**config.mk**
```make
export PLATFORM = sky130hd
export DESIGN_NAME = pipe_rg_chain
export DESIGN_NICKNAME = d
export VERILOG_FILES = /design/src/rtl/pipe_rg_chain.sv
export SDC_FILE = /design/constraint.sdc
export NUM_CORES = 1
export LEC_CHECK = 0
export ABC_AREA = 0
export CAP_MARGIN = 10
export CORE_MARGIN = 5
export CORE_UTILIZATION = 53
export DETAILED_ROUTE_END_ITERATION = 10
export GPL_TIMING_DRIVEN = 0
export PLACE_DENSITY = 0.95
export REMOVE_ABC_BUFFERS = 1
export SYNTH_ARGS = -nofsm -noshare
export SYNTH_HDL_FRONTEND = slang
export SYNTH_SLANG_ARGS = --single-unit
```
**constraint.sdc**
```tcl
create_clock -name CLK -period 4.7 [get_ports CLK]
set_clock_uncertainty 0.15 [all_clocks]
set_input_delay 0.47 -clock CLK [delete_from_list [all_inputs] [get_ports CLK]]
set_output_delay 0.47 -clock CLK [all_outputs]
set_load 0.02 [all_outputs]
```
**src/rtl/pipe_rg_chain.sv**
```systemverilog
// pipe_rg_chain: valid/ready register chain with bubble collapsing, hold and flush.
module pipe_rg_chain #(
   parameter int BL    = 32,
   parameter int DEPTH = 2
) (
   input  logic                       CLK,
   input  logic                       RST,
   input  logic                       HOLD,
   input  logic                       FLUSH,
   input  logic                       IN_VALID,
   input  logic [BL-1:0]              IN_DATA,
   output logic                       IN_READY,
   output logic                       OUT_VALID,
   output logic [BL-1:0]              OUT_DATA,
   input  logic                       OUT_READY,
   output logic [$clog2(DEPTH+1)-1:0] COUNT
);
   localparam int CW = $clog2(DEPTH+1);
   logic [BL-1:0]    data_q [DEPTH];
   logic [BL-1:0]    data_d [DEPTH];
   logic [BL-1:0]    data_s [DEPTH];
   logic [DEPTH-1:0] valid_q, valid_d, valid_s, acc;
   logic [CW-1:0]    count_q, count_d;
   logic             in_xfer, out_xfer;
   // A stage can advance if it or any stage downstream of it is empty, or the sink drains.
   always_comb
      for (int k = 0; k < DEPTH; k++) acc[k] = OUT_READY | (|((~valid_q) >> k));
   assign IN_READY  = acc[0] & !HOLD & !FLUSH & !RST;
   assign OUT_VALID = valid_q[DEPTH-1] & !HOLD & !FLUSH & !RST;
   assign OUT_DATA  = data_q[DEPTH-1];
   assign COUNT     = count_q;
   assign in_xfer   = IN_VALID & IN_READY;
   assign out_xfer  = OUT_VALID & OUT_READY;
   assign valid_s   = (valid_q << 1) | DEPTH'(in_xfer);
   always_comb begin
      data_s[0] = IN_DATA;
      for (int k = 1; k < DEPTH; k++) data_s[k] = data_q[k-1];
   end
   always_comb begin
      data_d  = data_q;
      valid_d = valid_q;
      count_d = count_q + CW'(in_xfer) - CW'(out_xfer);
      if (FLUSH) begin
         valid_d = '0;
         count_d = '0;
      end else if (!HOLD)
         for (int k = 0; k < DEPTH; k++)
            if (acc[k]) begin
               valid_d[k] = valid_s[k];
               data_d[k]  = valid_s[k] ? data_s[k] : data_q[k];
            end
   end
   always_ff @(posedge CLK or posedge RST)
      if (RST) begin
         valid_q <= '0;
         count_q <= '0;
         for (int k = 0; k < DEPTH; k++) data_q[k] <= '0;
      end else begin
         valid_q <= valid_d;
         count_q <= count_d;
         data_q  <= data_d;
      end
endmodule

```
Word level (Yosys, flattened, before mapping):

Cells that the tools add are included.

* bits in registers: 68
* latch bits: 0
* memory bits (writable): 0
* memory bits (read-only): 0
* bits of input ports: 38
* word-level logic and storage cells: 37
* memories: 0

* $add $sub $neg: 2
* $mul: 0
* div/mod/pow operators: 0
* $lt $le $gt $ge: 0
* eq/ne operators: 1
* shifts and indexed selects: 0
* multiplexer cells: 5
* bitwise operators: 14
* reduce and logical (&&, ||, !) cells: 10

Operators by type and width (number)
* $and A1 B1 Y1: 8
* $reduce_and A4 Y1: 2
* $mux W2: 3
* $reduce_and A2 Y1: 2
* $reduce_bool A2 Y1: 2
* $logic_not A1 Y1: 3
* $add A2 B1 Y2: 1
* $mux W1: 2
* $ne A2 B1 Y1 const B: 1
* $not A1 Y1: 2
* $not A2 Y2: 1
* $or A1 B1 Y1: 2
* $or A2 B1 Y2: 1
* $reduce_or A2 Y1: 1
* $sub A2 B1 Y2: 1

Logic depth before layout (Yosys ltp):

* depth after elaboration: 11
* gate-level depth with buffers: 8

Worst setup path before layout:

OpenSTA, ideal clock, no wires.

* path type: input-to-reg
* start point: in RST
* end point: reg count_q[0] (netlist: COUNT[0])
* setup time: 118 ps
* data arrival time: 3215 ps
* required time: 4432 ps
* slack: 1217 ps
* cell stages on the path: 7
* path buffers: 1
* cell sequence: inv_1 > nand4_4 > buf_6 > ha_1 > inv_1 > ha_1 > nor2b_1

* cells in the longest elaborated chain, start to end: 6

RTL lines
* from (decl): RTL line 7 `input logic RST,`
* $logic_not A1 Y1 (no line) (*)
* $and A1 B1 Y1: RTL line 28 `assign IN_READY = acc[0] & !HOLD & !FLUSH & !RST;`
* $and A1 B1 Y1: RTL line 32 `assign in_xfer = IN_VALID & IN_READY;`
* $add A2 B1 Y2: RTL line 42 `count_d = count_q + CW'(in_xfer) - CW'(out_xfer);`
* $sub A2 B1 Y2 (*): RTL line 42
* $mux W2 (*): RTL line 43 `if (FLUSH) begin`
* named net count_d[0]: RTL line 23 `logic [CW-1:0] count_q, count_d;`
* to (signal assigned): RTL line 60 `count_q <= count_d;`
* to (decl): RTL line 23

Mark *: on every way through the listed nets, which the timed path passes. The rest lies on a longest branch.
A chain may end at the register's enable or synchronous reset.

Final worst setup path:

* start point: in RST
* end point: reg count_q[1] (netlist: COUNT[1])

Same word-level chain as after synthesis.

==> results.json <==
{
  "num-fill-cells": 391,
  "hold_violations": 0,
  "io_buffers": 73,
  "io_pins": 74,
  "drv_cap": 0,
  "viasPerCell": 4.91,
  "clock_sinks": 68,
  "cp_max_fo": 70,
  "cts_setup_buffers": 0,
  "core_mm2": 0.00551,
  "cp-startpoint": "RST",
  "critPathTopFamily": "buffers and inverters",
  "start_util_pct": 54.8,
  "powerDensity_mw_per_mm2": 468,
  "critPathSlowestCell": "nand4_4",
  "max_clock_freq_mhz": 289,
  "dieArea_mm2": 0.00730,
  "synth_edf_count": 0,
  "cp.depth": 8,
  "path_buf_inv": 3,
  "hold_buffers": 0,
  "min_period_over_period_pct": 73.6,
  "worstPathCellList": "clkdlybuf4s50_1 > inv_4 > nand4_4 > ha_1 > inv_1 > ha_1 > xnor2_1 > nor2_1",
  "dpl_cell_area_mm2": 0.00354,
  "r2r_cells": 7,
  "final-max-slew-violation-count": 0,
  "clk_latency_ns": 0.32,
  "areaGrowthSynthToFinish_pct": 24.2,
  "numCtsBuffers": 9,
  "die_x_um": 85.4,
  "finalInstanceArea_mm2": 0.00374,
  "slowest_delay_ns": 0.87,
  "rsz0062_at_grt": "no",
  "grt_pass1_vias": 1768,
  "seq_area_frac_synth_pct": 56.4,
  "crit_top_cell": "ha_1",
  "grt_usage_pct": 14.9,
  "min_period_ns": 3.46,
  "synth_seq_cells": 68,
  "syn-cell-area_mm2": 0.00302,
  "rrSetupSlack_ns": 2.05,
  "avgSynthCellArea_um2": 15.5,
  "htreeDepth": 3,
  "ir_worst_vdd_mv": 0.226,
  "clk_pin_slew_ns": 0.07,
  "wirelength_mm": 4.96,
  "dr.pass1.iters": 4,
  "p_leak_nw": 1.80,
  "routedWlPerCell_um": 15.6,
  "cp.required_ns": 4.76,
  "drt_iter0_markers": 45,
  "synth_top_area_share_pct": 56.4,
  "async_flop_share_pct": 100,
  "ys_types": 22,
  "hold_path.class": "flop to flop",
  "path_class": "input port to flop",
  "status": "finished, final reports clean",
  "detail-route-antenna-nets": 0,
  "gp_congestion": 0.698,
  "grt_pass1_wl_mm": 8.45,
  "start_kind": "input port",
  "num_rows": 27,
  "grt_start_max_net_pins": 71,
  "pre_cts_slack_ns": 0.776,
  "ys_top_cells_by_area": "dfrtp_1 (56%), mux2_4 (14%), mux2_2 (12%)",
  "hold_start": "data_q[49]",
  "antenna_found_initial": 0,
  "crit_path_end_kind": "flop",
  "critPathArrivalTime_ns": 3.52,
  "worst-slew-pin-transition_ns": 0.896,
  "nets": 280,
  "yosysTopAreaCell": "dfrtp_1",
  "cts_tree": "built",
  "cts-resized-gates": 0,
  "drc": 0,
  "fp.dieH_um": 85.4,
  "power_mw": 1.75,
  "relSlewSlack_pct": 40.2,
  "synth-warning-count": 0,
  "overflow": 0,
  "cts_buffer_depth": 2,
  "ys.flop_type": "dfrtp_1",
  "cts_root_buf": "clkbuf_8",
  "r2r-end": "COUNT[1]",
  "place_hpwl_mm": 3.41,
  "setup_viol": 0,
  "netlist_instances": 194,
  "whs_ns": 0.345,
  "r2r-start": "valid_q[0]",
  "diodes": 0,
  "drive_gt1_share_pct": 33.1,
  "setup_ws_ns": 1.24,
  "cp-endpoint": "COUNT[1]",
  "vias": 1558
}
==> cell families after synthesis <==
logic type / synth area share (%)
buffers and inverters: 10.2
flip-flops: 56.4
AND/OR/NAND/NOR: 3.78
XOR/XNOR: 0.581
multiplexers: 27.5
AO/OA/AOI/OAI: 0.664
adder cells (fa/ha/maj): 0.830
==> cells in the final DEF (no fill, tap or decap) <==
| cell | netlist | final |
|---|---|---|
| inv_1 | 3 | 2 |
| clkinvlp_4 | 0 | 1 |
| clkdlybuf4s50_1 | 0 | 73 |
| nand2b_1 | 1 | 1 |
| nand3b_1 | 2 | 2 |
| o21ai_0 | 2 | 2 |
| nand3b_4 | 1 | 1 |
| and3_1 | 1 | 1 |
| clkinv_2 | 0 | 2 |
| nor3_1 | 1 | 1 |
| a21oi_1 | 2 | 2 |
| ha_1 | 2 | 2 |
| and2_1 | 2 | 2 |
| mux2_4 | 29 | 29 |
| mux2_1 | 2 | 2 |
| inv_4 | 0 | 1 |
| xor2_1 | 1 | 1 |
| nor2_1 | 1 | 1 |
| dfrtp_1 | 68 | 68 |
| nand4_4 | 1 | 1 |
| xnor2_1 | 1 | 1 |
| nor2_4 | 1 | 1 |
| clkbuf_1 | 0 | 1 |
| nor2b_1 | 2 | 2 |
| mux2_2 | 33 | 33 |
| bufinv_16 | 0 | 1 |
| clkbuf_8 | 0 | 11 |
==> cell usage after synthesis (3+ instances only) <==
library cell	count
mux2_2	33
inv_1	3
buf_4	35
buf_6	3
dfrtp_1	68
mux2_4	29
==> state kept, by name, summed over array words and instances (netlist names) <==
signal / flops
valid_q: 2
data_q: 32
OUT_DATA: 32
COUNT: 2
==> report_power, final <==
part	total, mW	switching (mW)	leakage [nW]	internal [mW]
sequential	0.795	0.0709	0.855	0.724
combinational	0.482	0.192	0.842	0.290
clock	0.477	0.204	0.102	0.272
==> layout make-up <==
| class | count | area [µm²] | share of cell area [%] |
|---|---|---|---|
| Clock inverter | 4 | 47.5 | 1.27 |
| Timing Repair Buffer | 73 | 731 | 19.5 |
| Multi-Input combinational cell | 85 | 1010 | 26.9 |
| Inverter | 3 | 13.8 | 0.368 |
| Clock buffer | 12 | 155 | 4.14 |
| Sequential cell | 68 | 1700 | 45.4 |
| Tap cell | 72 | 90.1 | 2.41 |
==> through the flow <==
step,util [%],instances,setup TNS [ns]
CTS,68.0,317,0
global route,68.0,317,0
finish,68.0,317,0
detailed placement,64.3,301,0
global placement,64.3,301,-15.97
floorplan,-,156,0
==> worst min path at each step <==
stage / to / slack [ns] / cells after the start
after CTS: OUT_DATA[17] / 0.35 / 1
after global routing: data_q[49] / 0.37 / 1
after global placement: OUT_DATA[18] / 0.32 / 1
final: OUT_DATA[17] / 0.35 / 1
after detailed placement: OUT_DATA[18] / 0.33 / 1
after floorplan: OUT_DATA[17] / 0.31 / 1
==> routing by layer <==
metal  part of all wire [%]  wire length (µm)  track usage [%]
met3                    5.9               291             3.79
met2                     51              2500             24.5
met5                      0                 0                0
met1                     42              2090             18.3
met4                    1.5                72             7.34
Note: power is estimated with default switching activity, not from simulation.
